File: src/rtl/dpram_loader.sv
// dpram_loader: byte-serial download / fill write engine for a dpram port B.
// Download bytes are packed into RAM words, queued in a small FIFO and
// written to sequential addresses from a programmable base. Fill mode writes
// one value to every RAM location. Every output is a register.
module dpram_loader #(
    parameter int DATA_WIDTH = 8,   // 8 or 16
    parameter int ADDR_WIDTH = 10,
    parameter int FIFO_DEPTH = 4    // power of two, >= 2
) (
    input  logic                  clock,
    input  logic                  reset_n,
    input  logic                  start,
    input  logic                  fill,
    input  logic [ADDR_WIDTH-1:0] base_addr,
    input  logic [DATA_WIDTH-1:0] fill_value,
    input  logic                  dl_valid,
    input  logic [7:0]            dl_data,
    input  logic                  dl_last,
    output logic                  dl_ready,
    input  logic                  hold,
    output logic                  ram_wren,
    output logic [ADDR_WIDTH-1:0] ram_address,
    output logic [DATA_WIDTH-1:0] ram_data,
    output logic                  busy,
    output logic                  done,
    output logic [ADDR_WIDTH:0]   word_count,
    output logic [7:0]            checksum,
    output logic                  overflow
);

    localparam int PTR_W = $clog2(FIFO_DEPTH);
    localparam int CNT_W = PTR_W + 1;
    localparam int WC_W  = ADDR_WIDTH + 1;
    localparam logic [CNT_W-1:0]      FULL_CNT = CNT_W'(FIFO_DEPTH);
    localparam logic [ADDR_WIDTH-1:0] ADDR_MAX = '1;

    typedef enum logic [1:0] {S_IDLE, S_LOAD, S_FILL, S_DONE} state_t;

    state_t state_q, state_d;

    // Output registers
    logic                  dl_ready_q, dl_ready_d;
    logic                  ram_wren_q, ram_wren_d;
    logic [ADDR_WIDTH-1:0] ram_address_q, ram_address_d;
    logic [DATA_WIDTH-1:0] ram_data_q, ram_data_d;
    logic                  busy_q, busy_d;
    logic                  done_q, done_d;
    logic [WC_W-1:0]       word_count_q, word_count_d;
    logic [7:0]            checksum_q, checksum_d;
    logic                  overflow_q, overflow_d;

    // Session datapath
    logic [ADDR_WIDTH-1:0] addr_q, addr_d;         // next write address
    logic                  last_seen_q, last_seen_d; // source exhausted
    logic [DATA_WIDTH-1:0] fill_value_q, fill_value_d;

    // Word FIFO
    logic [DATA_WIDTH-1:0] fifo_mem [FIFO_DEPTH];
    logic [PTR_W-1:0]      wr_ptr_q, wr_ptr_d;
    logic [PTR_W-1:0]      rd_ptr_q, rd_ptr_d;
    logic [CNT_W-1:0]      count_q, count_d;

    logic                  session_start;
    logic                  accept;
    logic                  pop;
    logic                  fill_issue;
    logic                  issue;
    logic                  push;
    logic [DATA_WIDTH-1:0] push_word;

    assign session_start = (state_q == S_IDLE) && (start || fill);
    assign accept        = (state_q == S_LOAD) && dl_valid && dl_ready_q;
    assign pop           = (state_q == S_LOAD) && (count_q != '0) && !hold;
    assign fill_issue    = (state_q == S_FILL) && !last_seen_q && !hold;
    assign issue         = pop || fill_issue;

    // Byte-to-word packing; 16-bit words are little-endian with a zero pad
    // when the stream ends on a low byte.
    if (DATA_WIDTH == 8) begin : g_pack8
        assign push      = accept;
        assign push_word = dl_data;
    end else begin : g_pack16
        logic       phase_q, phase_d;
        logic [7:0] lo_q, lo_d;

        // Track which half of the word the next byte fills
        always_comb begin
            phase_d = phase_q;
            lo_d    = lo_q;
            if (session_start) begin
                phase_d = 1'b0;
                lo_d    = '0;
            end else if (accept) begin
                if (!phase_q && !dl_last) begin
                    phase_d = 1'b1;
                    lo_d    = dl_data;
                end else begin
                    phase_d = 1'b0;
                end
            end
        end

        // Packing phase register
        always_ff @(posedge clock) begin
            if (!reset_n) begin
                phase_q <= 1'b0;
                lo_q    <= '0;
            end else begin
                phase_q <= phase_d;
                lo_q    <= lo_d;
            end
        end

        assign push      = accept && (phase_q || dl_last);
        assign push_word = phase_q ? {dl_data, lo_q} : {8'h00, dl_data};
    end

    // State register
    always_ff @(posedge clock) begin
        if (!reset_n) begin
            state_q <= S_IDLE;
        end else begin
            state_q <= state_d;
        end
    end

    // Next-state: start wins over fill; requests are only seen in IDLE
    always_comb begin
        // NOTE: every combinational output gets a default first, so no path leaves it unassigned and no latch is inferred.
        state_d = state_q;
        case (state_q)
            S_IDLE: begin
                if (start) begin
                    state_d = S_LOAD;
                end else if (fill) begin
                    state_d = S_FILL;
                end
            end
            S_LOAD:  if (last_seen_q && (count_q == '0)) state_d = S_DONE;
            S_FILL:  if (last_seen_q) state_d = S_DONE;
            S_DONE:  state_d = S_IDLE;
            default: state_d = S_IDLE;
        endcase
    end

    // Session datapath and write-issue next values
    always_comb begin
        addr_d        = addr_q;
        word_count_d  = word_count_q;
        checksum_d    = checksum_q;
        overflow_d    = overflow_q;
        last_seen_d   = last_seen_q;
        fill_value_d  = fill_value_q;
        wr_ptr_d      = wr_ptr_q;
        rd_ptr_d      = rd_ptr_q;
        count_d       = count_q;
        ram_wren_d    = issue;
        ram_address_d = issue ? addr_q : ram_address_q;
        ram_data_d    = ram_data_q;
        if (pop) begin
            ram_data_d = fifo_mem[rd_ptr_q];
        end else if (fill_issue) begin
            ram_data_d = fill_value_q;
        end

        if (session_start) begin
            addr_d       = start ? base_addr : '0;
            fill_value_d = fill_value;
            word_count_d = '0;
            checksum_d   = '0;
            overflow_d   = 1'b0;
            last_seen_d  = 1'b0;
            wr_ptr_d     = '0;
            rd_ptr_d     = '0;
            count_d      = '0;
        end else begin
            if (accept) begin
                checksum_d = checksum_q + dl_data;
                if (dl_last) begin
                    last_seen_d = 1'b1;
                end
            end
            if (push) begin
                wr_ptr_d = wr_ptr_q + PTR_W'(1);
            end
            if (pop) begin
                rd_ptr_d = rd_ptr_q + PTR_W'(1);
            end
            // Full is judged after a simultaneous pop
            count_d = count_q + CNT_W'(push) - CNT_W'(pop);
            if (issue) begin
                addr_d       = addr_q + ADDR_WIDTH'(1);
                word_count_d = word_count_q + WC_W'(1);
                if (addr_q == ADDR_MAX) begin
                    // A load wrap is reported; a fill wrap ends the sweep
                    if (pop) begin
                        overflow_d = 1'b1;
                    end else begin
                        last_seen_d = 1'b1;
                    end
                end
            end
        end
    end

    // Status outputs derived from the next state
    always_comb begin
        busy_d     = (state_d != S_IDLE);
        done_d     = (state_d == S_DONE);
        dl_ready_d = (state_d == S_LOAD) && !last_seen_d && (count_d < FULL_CNT);
    end

    // NOTE: FIFO storage is not reset; the pointers and count say which entries are valid, so it maps onto plain RAM cells.
    always_ff @(posedge clock) begin
        if (push) begin
            fifo_mem[wr_ptr_q] <= push_word;
        end
    end

    // Output and datapath registers
    always_ff @(posedge clock) begin
        // NOTE: sequential state uses non-blocking assignments so every register samples pre-edge values.
        if (!reset_n) begin
            dl_ready_q    <= 1'b0;
            ram_wren_q    <= 1'b0;
            ram_address_q <= '0;
            ram_data_q    <= '0;
            busy_q        <= 1'b0;
            done_q        <= 1'b0;
            word_count_q  <= '0;
            checksum_q    <= '0;
            overflow_q    <= 1'b0;
            addr_q        <= '0;
            last_seen_q   <= 1'b0;
            fill_value_q  <= '0;
            wr_ptr_q      <= '0;
            rd_ptr_q      <= '0;
            count_q       <= '0;
        end else begin
            dl_ready_q    <= dl_ready_d;
            ram_wren_q    <= ram_wren_d;
            ram_address_q <= ram_address_d;
            ram_data_q    <= ram_data_d;
            busy_q        <= busy_d;
            done_q        <= done_d;
            word_count_q  <= word_count_d;
            checksum_q    <= checksum_d;
            overflow_q    <= overflow_d;
            addr_q        <= addr_d;
            last_seen_q   <= last_seen_d;
            fill_value_q  <= fill_value_d;
            wr_ptr_q      <= wr_ptr_d;
            rd_ptr_q      <= rd_ptr_d;
            count_q       <= count_d;
        end
    end

    assign dl_ready    = dl_ready_q;
    assign ram_wren    = ram_wren_q;
    assign ram_address = ram_address_q;
    assign ram_data    = ram_data_q;
    assign busy        = busy_q;
    assign done        = done_q;
    assign word_count  = word_count_q;
    assign checksum    = checksum_q;
    assign overflow    = overflow_q;

endmodule

File: config.mk
export PLATFORM = sky130hd
export DESIGN_NAME = dpram_loader
export DESIGN_NICKNAME = d
export VERILOG_FILES = /design/src/rtl/dpram_loader.sv
export SDC_FILE = /design/constraint.sdc
export NUM_CORES = 1
export LEC_CHECK = 0
export ABC_CLOCK_PERIOD_IN_PS = 2500
export BUFFER_PORTS_ARGS = -buffer_cell sky130_fd_sc_hd__clkbuf_2
export CAP_MARGIN = 20
export CORE_ASPECT_RATIO = 0.75
export CORE_MARGIN = 5
export CORE_UTILIZATION = 53
export CTS_BUF_LIST = sky130_fd_sc_hd__clkbuf_4 sky130_fd_sc_hd__clkbuf_8
export CTS_CLUSTER_DIAMETER = 120
export DETAILED_ROUTE_END_ITERATION = 7
export GPL_ROUTABILITY_DRIVEN = 1
export PLACE_DENSITY_LB_ADDON = 0.15
export REMOVE_ABC_BUFFERS = 1
export SYNTH_ARGS = -nofsm -noshare
export SYNTH_HDL_FRONTEND = slang
export SYNTH_SLANG_ARGS = --single-unit
File: constraint.sdc
create_clock -name clock -period 2.5 [get_ports clock]
set_input_delay 0.125 -clock clock [delete_from_list [all_inputs] [get_ports clock]]
set_output_delay 0.125 -clock clock [all_outputs]
set_load 0.005 [all_outputs]
==> results_dict.tcl, run 1 <==
set metrics [dict create \
    ir_drop_mv 0.314 \
    tns_ns 0 \
    drt_iter0_drc 205 \
    cts.reportedPaths.clkPinSlew_ns 0.09 \
    cp.arrival_ns 2.69 \
    hp-class "input port to register" \
    ys_async_sr_fraction 0 \
    synth_cell_types 56 \
    min_period_ns 2.40 \
    finalCritPeriodShare 0.960 \
    antenna_found_initial 0 \
    grt_pass1_wl_um 16800 \
    drive_above_1_share 0.245 \
    totalPowerFinal_mw 3.04 \
    start_kind "register" \
    core_area_sq_mm 0.00842 \
    die_area_sq_mm 0.0106 \
    final_util 0.642 \
    placed_cell_area_sq_mm 0.00509 \
    cts-root-buf "clkbuf_8" \
    ant_nets 0 \
    nNetsFinal 596 \
    ys_seq_area_frac 0.528 \
    multi_input_area_sq_mm 0.00201 \
    fin_skew_ns 0.00684 \
    hold_viol 0 \
    fillCellCount 718 \
    setup_viol 0 \
    max-cap-violations 0 \
    syn_area_sq_mm 0.00455 \
    rows 29 \
    grt_max_degree 33 \
    crit_type "register to register" \
    yosys_warnings 0 \
    syn_avg_cell_area_sq_um 10.0 \
    dp_hpwl_um 7430 \
    worst_pin_slew_ns 0.680 \
    slew_headroom 0.544 \
    clk_latency_ns 0.36 \
    vias 3644 \
    cp.required_ns 2.79 \
    hold_ws_ns 0.0129 \
    io_pins 75 \
    synth_edf_count 32 \
    io_buffers 74 \
    max_freq_mhz 417 \
    die_h_um 90.2 \
    final_common_cell "nand2_1" \
    worstPathMaxFanout 4 \
    cts.htree.levels 3 \
    wirelength_um 10500 \
    diodes 0 \
    final_cell_mix "79 x nand2_1, 74 x clkbuf_2, 71 x dfxtp_1, 46 x a21oi_1, 38 x nor2_1" \
    viasPerCell 5.53 \
    grt_overflow_total 0 \
    cts_buffers 9 \
    fp.dieW_um 117 \
    power_density_mw_per_mm2 563 \
    slew_viol_final 0 \
    initial_core_util 0.540 \
    ys.flop_type "dfxtp_1" \
    grt_usage 0.200 \
    netlist_instances 455 \
    synth_seq_cells 104 \
    drc 0 \
    wl_per_cell_um 15.9 \
    r2r_setup_slack_ns 0.10 \
    finalWeightedCongestion 0.887 \
    status "finished, final reports clean" \
    area_growth_syn_to_layout_pct 18.9 \
    cts_buffer_depth 2 \
    tritoncts "done" \
    seq_area_sq_mm 0.00241 \
    drt_pass1_iterations 4 \
    grt_pass1_vias 3414 \
    final_area_sq_mm 0.00541 \
    p_leak_nw 2.13 \
    clkSinkCount 104 \
    cp-end-kind "register" \
]
area by class of cell:
cell class | instances | share of cell area
sequential | 104 | 0.445
multi-input combinational | 311 | 0.371
timing repair buffer | 105 | 0.116
clock buffer | 12 | 0.0271
tap | 108 | 0.0250
inverter | 15 | 0.0104
clock inverter | 4 | 0.00555
power by group:
group	switching (mW)	total, mW	internal (mW)
logic	0.171	0.289	0.118
clock network	0.557	0.958	0.401
registers	0.0259	1.80	1.77
final timing paths:
| check | start | endpoint | cells past startpoint |
|---|---|---|---|
| max | count_q[1] | dl_ready | 12 |
| min | base_addr[4] | addr_q[4] | 3 |
| max reg2reg | count_q[1] | dl_ready | 12 |
| min reg2reg | ram_address[6] | ram_address[6] | 2 |
layer usage:
layer  GRT usage  up-vias  share of wire
met4      0.0468        0         0.0060
met5           0        -              0
li1            -     1799              -
met2       0.297      110           0.46
met3      0.0557        4          0.065
met1       0.291     1731           0.47
sequential cells by signal (all words and copies together), names as in the netlist, 2 cells and up, named ones only:
name / flops
checksum: 8
count_q: 3
ram_address: 10
rd_ptr_q: 2
fill_value_q: 8
ram_data: 8
state_q: 2
word_count: 11
wr_ptr_q: 2
addr_q: 10
fifo_mem: 32
cell families (layout without fill, tap and decap cells):
kind of cell / after synthesis / after routing / synth area share
AO/OA/AOI/OAI: 99 / 99 / 0.136
XOR/XNOR: 14 / 14 / 0.0270
adder cells (fa/ha/maj): 17 / 17 / 0.0501
buffers and inverters: 40 / 136 / 0.0380
flip-flops: 104 / 104 / 0.528
multiplexers: 8 / 8 / 0.0396
AND/OR/NAND/NOR: 173 / 173 / 0.181
cells in the mapped netlist (4+ instances only):
master | number | area, sq um
a21oi_1 | 46 | 230
a211oi_1 | 5 | 37.5
ha_1 | 15 | 188
dfxtp_1 | 72 | 1440
edfxtp_1 | 32 | 961
mux4_2 | 8 | 180
and3_1 | 5 | 31.3
nand2_1 | 79 | 297
xnor2_1 | 6 | 52.6
a311oi_1 | 9 | 78.8
nand3_1 | 14 | 70.1
nor3_1 | 7 | 35.0
and4_1 | 4 | 35.0
nand2b_1 | 4 | 25.0
inv_1 | 14 | 52.6
o21ai_0 | 12 | 60.1
clkbuf_1 | 18 | 67.6
nor2_1 | 38 | 143
and2_1 | 4 | 25.0
xor2_1 | 8 | 70.1
a22oi_1 | 4 | 30.0
what timing repair did:
action,CTS,global route
buffers inserted,0,4
resized for setup,1,4
endpoints found under the setup margin,1,1
endpoints found under the hold margin,9,0
hold buffers,9,0
pin swaps,0,2
critical path, stage by stage (launching register included):
cell	delay [ns]
dfxtp_4	0.37
or3_4	0.39
nand2b_4	0.08
inv_2	0.04
ha_1	0.26
inv_1	0.06
ha_1	0.14
inv_1	0.05
fa_2	0.34
xor2_1	0.16
xnor2_1	0.21
a21oi_1	0.10
nor3_1	0.12
per-stage QoR:
| step | setup slack [ns] | cells |
|---|---|---|
| 6_report | 0.101 | 659 |
| 2_1_floorplan | -0.346 | 430 |
| 3_3_place_gp | 0.137 | 630 |
| 5_1_grt | -0.0398 | 659 |
| 3_5_place_dp | 0.0410 | 630 |
| 4_1_cts | 0.00379 | 655 |
(Power assumes the default switching activity.)
==> run 2, diff against run 1 <==
- CORE_UTILIZATION: 53 -> 30
==> run 2 against run 1 <==
Highest routed layer unchanged; register-to-register slack worse by 0.03 ns; total power up 1.4%; clock skew up 0.0044 ns; sequential share of layout area down 1.6 points; die area up 68%; via count down 0.85%; maximum frequency down 1.1%; final cell count up 15%; critical endpoint unchanged; count of clock-buffer cells in the layout down 2; largest cell class unchanged.
==> results_dict.tcl, run 2 (synthesis results as in run 1) <==
set metrics [dict create \
    hold_viol 0 \
    finalWeightedCongestion 0.831 \
    r2r_cells 12 \
    min_period_ns 2.43 \
    grt_pass1_wl_um 19400 \
    drt_pass1_iterations 4 \
    power_frac_seq 0.583 \
    initial_core_util 0.303 \
    r2r_setup_slack_ns 0.07 \
    cts.htree.levels 3 \
    rsz0062_at_grt "true" \
    hold_depth 3 \
    grt_usage 0.138 \
    p_sw_frac 0.263 \
    vias 3613 \
    cp.arrival_ns 2.74 \
    fp.dieW_um 152 \
    crit_type "register to register" \
    top_register "fifo_mem" \
    wirelength_um 11900 \
    worstHoldStart "base_addr[5]" \
    wl_per_cell_um 15.6 \
    final_cell_mix "79 x nand2_1, 74 x clkbuf_2, 69 x dfxtp_1, 46 x a21oi_1, 38 x nor2_1" \
    r2r_end "dl_ready" \
    area_growth_syn_to_layout_pct 23.2 \
    grt_pass1_vias 3666 \
    pwr-share-clk 0.320 \
    dp_hpwl_um 8390 \
    start_kind "register" \
    power.net_switching_mw 0.811 \
    max_stage_delay_ns 0.40 \
    cp_cell_sequence "or3b_4, nand2b_4, inv_4, ha_4, inv_2, ha_4, inv_2, fa_2, xor2_2, xnor2_1, a21oi_1, nor3_1" \
    max_freq_mhz 412 \
    drive_above_1_share 0.251 \
    ant_nets 0 \
    final_area_sq_mm 0.00560 \
    intPower_mw 2.28 \
    post-place-ws_ns 0.0859 \
    nNetsFinal 599 \
    clk_latency_ns 0.38 \
    drc 0 \
    hold_path_end "addr_q[5]" \
    cp-end-kind "register" \
    grt_overflow_total 0 \
    ir_drop_mv 0.202 \
    io_buffers 74 \
    setup_viol 0 \
    clkSinkCount 104 \
    finalCritPeriodShare 0.970 \
    slew_headroom 0.480 \
    fin_skew_ns 0.0112 \
    cts.reportedPaths.clkPinSlew_ns 0.10 \
    combPwrFrac 0.097 \
    worst_pin_slew_ns 0.774 \
    crit_path_start "state_q[1]" \
    diodes 0 \
    grt_max_degree 33 \
    cts_buffer_depth 2 \
    p_leak_nw 2.15 \
    die_h_um 117 \
    worstPathMaxFanout 2 \
    cts_buffers 9 \
    cts-root-buf "clkbuf_8" \
    cp_slowest_cell "fa_2" \
    tritoncts "done" \
    cp.required_ns 2.81 \
    power_density_mw_per_mm2 551 \
    io_pins 75 \
    r2r-start "state_q[1]" \
    placed_cell_area_sq_mm 0.00521 \
    final_common_cell "nand2_1" \
    core_area_sq_mm 0.0150 \
    hp-class "input port to register" \
    largest_reg_flops 32 \
    die_area_sq_mm 0.0177 \
    fillCellCount 1549 \
    drt_iter0_drc 175 \
    tns_ns 0 \
    antenna_found_initial 0 \
    slew_viol_final 0 \
    status "finished, final reports clean" \
    max-cap-violations 0 \
    viasPerCell 4.76 \
    layout_setup_ws_ns 0.0750 \
    rows 39 \
]
-- run 2: cell type report --
type / instances / area (sq um) / area share
Clock inverter: 6 / 42.5 / 0.00759
Clock buffer: 10 / 131 / 0.0234
Tap cell: 205 / 256 / 0.0458
Sequential cell: 104 / 2410 / 0.429
Inverter: 15 / 58.8 / 0.0105
Multi-Input combinational cell: 311 / 2040 / 0.364
Timing Repair Buffer: 108 / 667 / 0.119
-- run 2: what timing repair did --
item	CTS	global route
endpoints found under the hold margin	24	0
setup buffers	0	1
endpoints found under the setup margin	0	1
gates resized for setup	0	15
hold buffers	15	0
-- run 2: stage by stage --
step | power, mW | hold WS [ns] | util | instances
floorplan | 1.97 | 0.224 | - | 430
global placement | 2.11 | 0.354 | 0.347 | 727
detailed placement | 2.11 | 0.358 | 0.347 | 727
CTS | 3.13 | 0.00282 | 0.368 | 758
global route | 3.23 | 0.00141 | 0.373 | 759
finish | 3.09 | 0.0158 | 0.373 | 759
-- run 2: how the worst max path moves through the flow --
stage                     endpoint  cells past startpoint
final                     dl_ready                     12
after global routing      dl_ready                     12
after CTS                 dl_ready                     12
after detailed placement  dl_ready                     12
after global placement    dl_ready                     12
after floorplan           dl_ready                     12
-- run 2: worst max-delay path: cells and delay by family, from the launching register on --
family / cells / cell delay, ns
adders and majority gates: 3 / 0.71
and+or+nand+nor: 3 / 0.69
xor gates and xnor gates: 2 / 0.36
DFF: 1 / 0.34
buffers and inverters: 3 / 0.16
AOI/OAI and AO/OA: 1 / 0.09
-- run 2: layer usage --
layer	track usage	share of wire	vias to the layer above
li1	-	-	1806
met5	0	0	-
met3	0.0348	0.038	10
met1	0.185	0.49	1737
met4	0.0377	0.010	0
met2	0.224	0.46	60
-- run 2: power groups by stage --
stage	clock network (mW)	registers, mW	logic, mW
CTS	1.03	1.80	0.298
global route	1.09	1.80	0.338
finish	0.987	1.80	0.300
floorplan	0	1.83	0.140
global placement	0	1.84	0.279
detailed placement	0	1.84	0.278
==> run 3, diff against run 2 <==
- ABC_CLOCK_PERIOD_IN_PS: 2500 -> 2700
- BUFFER_PORTS_ARGS: -buffer_cell sky130_fd_sc_hd__clkbuf_2 -> -buffer_cell sky130_fd_sc_hd__buf_2
- clock period: 2.5 -> 2.7 ns (I/O delays scaled with it)
==> run 3 against run 2 <==
Total power is 3.0% lower; global-route usage down 0.20 points; critical path depth unchanged; first-iteration DRC count rose by 12%; highest routed layer unchanged; final cell count fell by 0.13%; register-to-register slack better by 0.14 ns; non-clock buffer count down 1; final area down 0.31%; die area unchanged; combinational power is 8.0% lower.
==> results_dict.tcl, run 3 (synthesis results as in run 1) <==
set metrics [dict create \
    status "finished, final reports clean" \
    io_buffers 74 \
    slew_viol_final 0 \
    final_cell_mix "79 x nand2_1, 74 x buf_2, 72 x dfxtp_1, 46 x a21oi_1, 38 x nor2_1" \
    setup_viol 0 \
    cp_top_family "adder cells" \
    power_density_mw_per_mm2 536 \
    rows 39 \
    tns_ns 0 \
    layout_setup_ws_ns 0.211 \
    io_pins 75 \
    core_area_sq_mm 0.0150 \
    hold_path_end "fifo_mem[1][0]" \
    initial_core_util 0.303 \
    slew_headroom 0.613 \
    post-place-ws_ns 0.198 \
    clkSinkCount 104 \
    ant_nets 0 \
    power_frac_seq 0.556 \
    crit_buf_inv 3 \
    grt_max_degree 33 \
    grt_pass1_vias 3453 \
    rsz0062_at_grt "false" \
    worst_pin_slew_ns 0.577 \
    area_growth_syn_to_layout_pct 22.8 \
    crit_type "register to register" \
    vias 3601 \
    die_h_um 117 \
    start_kind "register" \
    crit_cells 12 \
    grt_overflow_total 0 \
    combPwrFrac 0.092 \
    nNetsFinal 598 \
    p_sw_frac 0.264 \
    worstPathMaxFanout 4 \
    diodes 0 \
    cts.reportedPaths.clkPinSlew_ns 0.11 \
    r2r_end "dl_ready" \
    r2r-start "state_q[1]" \
    top_register "fifo_mem" \
    pwr-share-clk 0.352 \
    hold_depth 1 \
    power.net_switching_mw 0.792 \
    dp_hpwl_um 8360 \
    totalPowerFinal_mw 2.99 \
    hp-class "input port to register" \
    cts-root-buf "clkbuf_8" \
    drt_pass1_iterations 4 \
    hold_viol 0 \
    wirelength_um 11600 \
    drt_iter0_drc 196 \
    intPower_mw 2.20 \
    p_leak_nw 2.17 \
    wl_per_cell_um 15.4 \
    cp-end-kind "register" \
    cp.arrival_ns 2.81 \
    final_common_cell "nand2_1" \
    worstHoldStart "dl_data[0]" \
    cts_buffers 9 \
    drive_above_1_share 0.224 \
    viasPerCell 4.75 \
    max_freq_mhz 402 \
    max_stage_delay_ns 0.41 \
    finalWeightedCongestion 0.822 \
    clk_latency_ns 0.40 \
    cts.htree.levels 3 \
    r2r_setup_slack_ns 0.21 \
    fin_skew_ns 0.0120 \
    cp_slowest_cell "or3b_4" \
    ir_drop_mv 0.227 \
    fp.dieW_um 152 \
    cts_buffer_depth 2 \
    min_period_ns 2.49 \
    r2r_cells 12 \
    largest_reg_flops 32 \
    die_area_sq_mm 0.0177 \
    grt_usage 0.136 \
    tritoncts "done" \
    finalCritPeriodShare 0.922 \
    cp_cell_sequence "or3b_4, nand2b_1, inv_2, ha_1, inv_1, ha_1, inv_1, fa_1, xor2_1, xnor2_1, a21oi_1, nor3_1" \
    cp.required_ns 3.02 \
    antenna_found_initial 0 \
    drc 0 \
    grt_pass1_wl_um 18800 \
    max-cap-violations 0 \
]
run 3: per-stage QoR:
step	util	std cells	cell area, sq um	hold slack (ns)
finish	0.372	758	5590	0.0157
detailed placement	0.344	722	5170	0.382
CTS	0.369	754	5550	0.00161
floorplan	-	430	4430	0.234
global route	0.372	758	5590	0.00726
global placement	0.344	722	5170	0.375
run 3: power by group through the flow:
stage	clock [mW]	combinational [mW]	sequential, mW
3_5_place_dp	0	0.256	1.70
5_1_grt	1.16	0.308	1.67
4_1_cts	1.10	0.275	1.66
6_report	1.05	0.276	1.66
2_1_floorplan	0	0.130	1.70
3_3_place_gp	0	0.252	1.70
run 3: how the worst max path moves through the flow:
| stage | from | end | slack, ns |
|---|---|---|---|
| final | state_q[1] | dl_ready | 0.21 |
| after global routing | state_q[0] | dl_ready | 0.03 |
| after CTS | state_q[1] | dl_ready | 0.16 |
| after detailed placement | state_q[1] | dl_ready | 0.20 |
| after global placement | state_q[1] | dl_ready | 0.24 |
| after floorplan | state_q[0] | dl_ready | -0.15 |
run 3: final cells by class:
type                       instances  area, sq um
clock inverter                     7         87.6
multi-input combinational        311         1990
sequential                       104         2400
tap                              205          256
clock buffer                       9          124
timing repair buffer             107          666
fill                            1566         9440
inverter                          15         56.3
run 3: repair_timing:
action,4_1_cts,5_1_grt
endpoints found under the hold margin,25,11
hold buffers,16,3
endpoints found under the setup margin,0,1
gates resized for setup,0,1
setup buffers,0,1
run 3: per-layer routing:
metal	global-route usage	vias up	part of all wire
li1	-	1803	-
met1	0.189	1692	0.50
met2	0.206	96	0.44
met3	0.0396	10	0.052
met4	0.0413	0	0.015
met5	0	-	0
run 3: worst reg2reg max path, cell delays in order, from the launching register on:
cell and delay [ns]:
dfxtp_1 0.33, or3b_4 0.41, nand2b_1 0.18, inv_2 0.10
ha_1 0.23, inv_1 0.06, ha_1 0.13, inv_1 0.05
fa_1 0.37, xor2_1 0.16, xnor2_1 0.20, a21oi_1 0.09
nor3_1 0.12
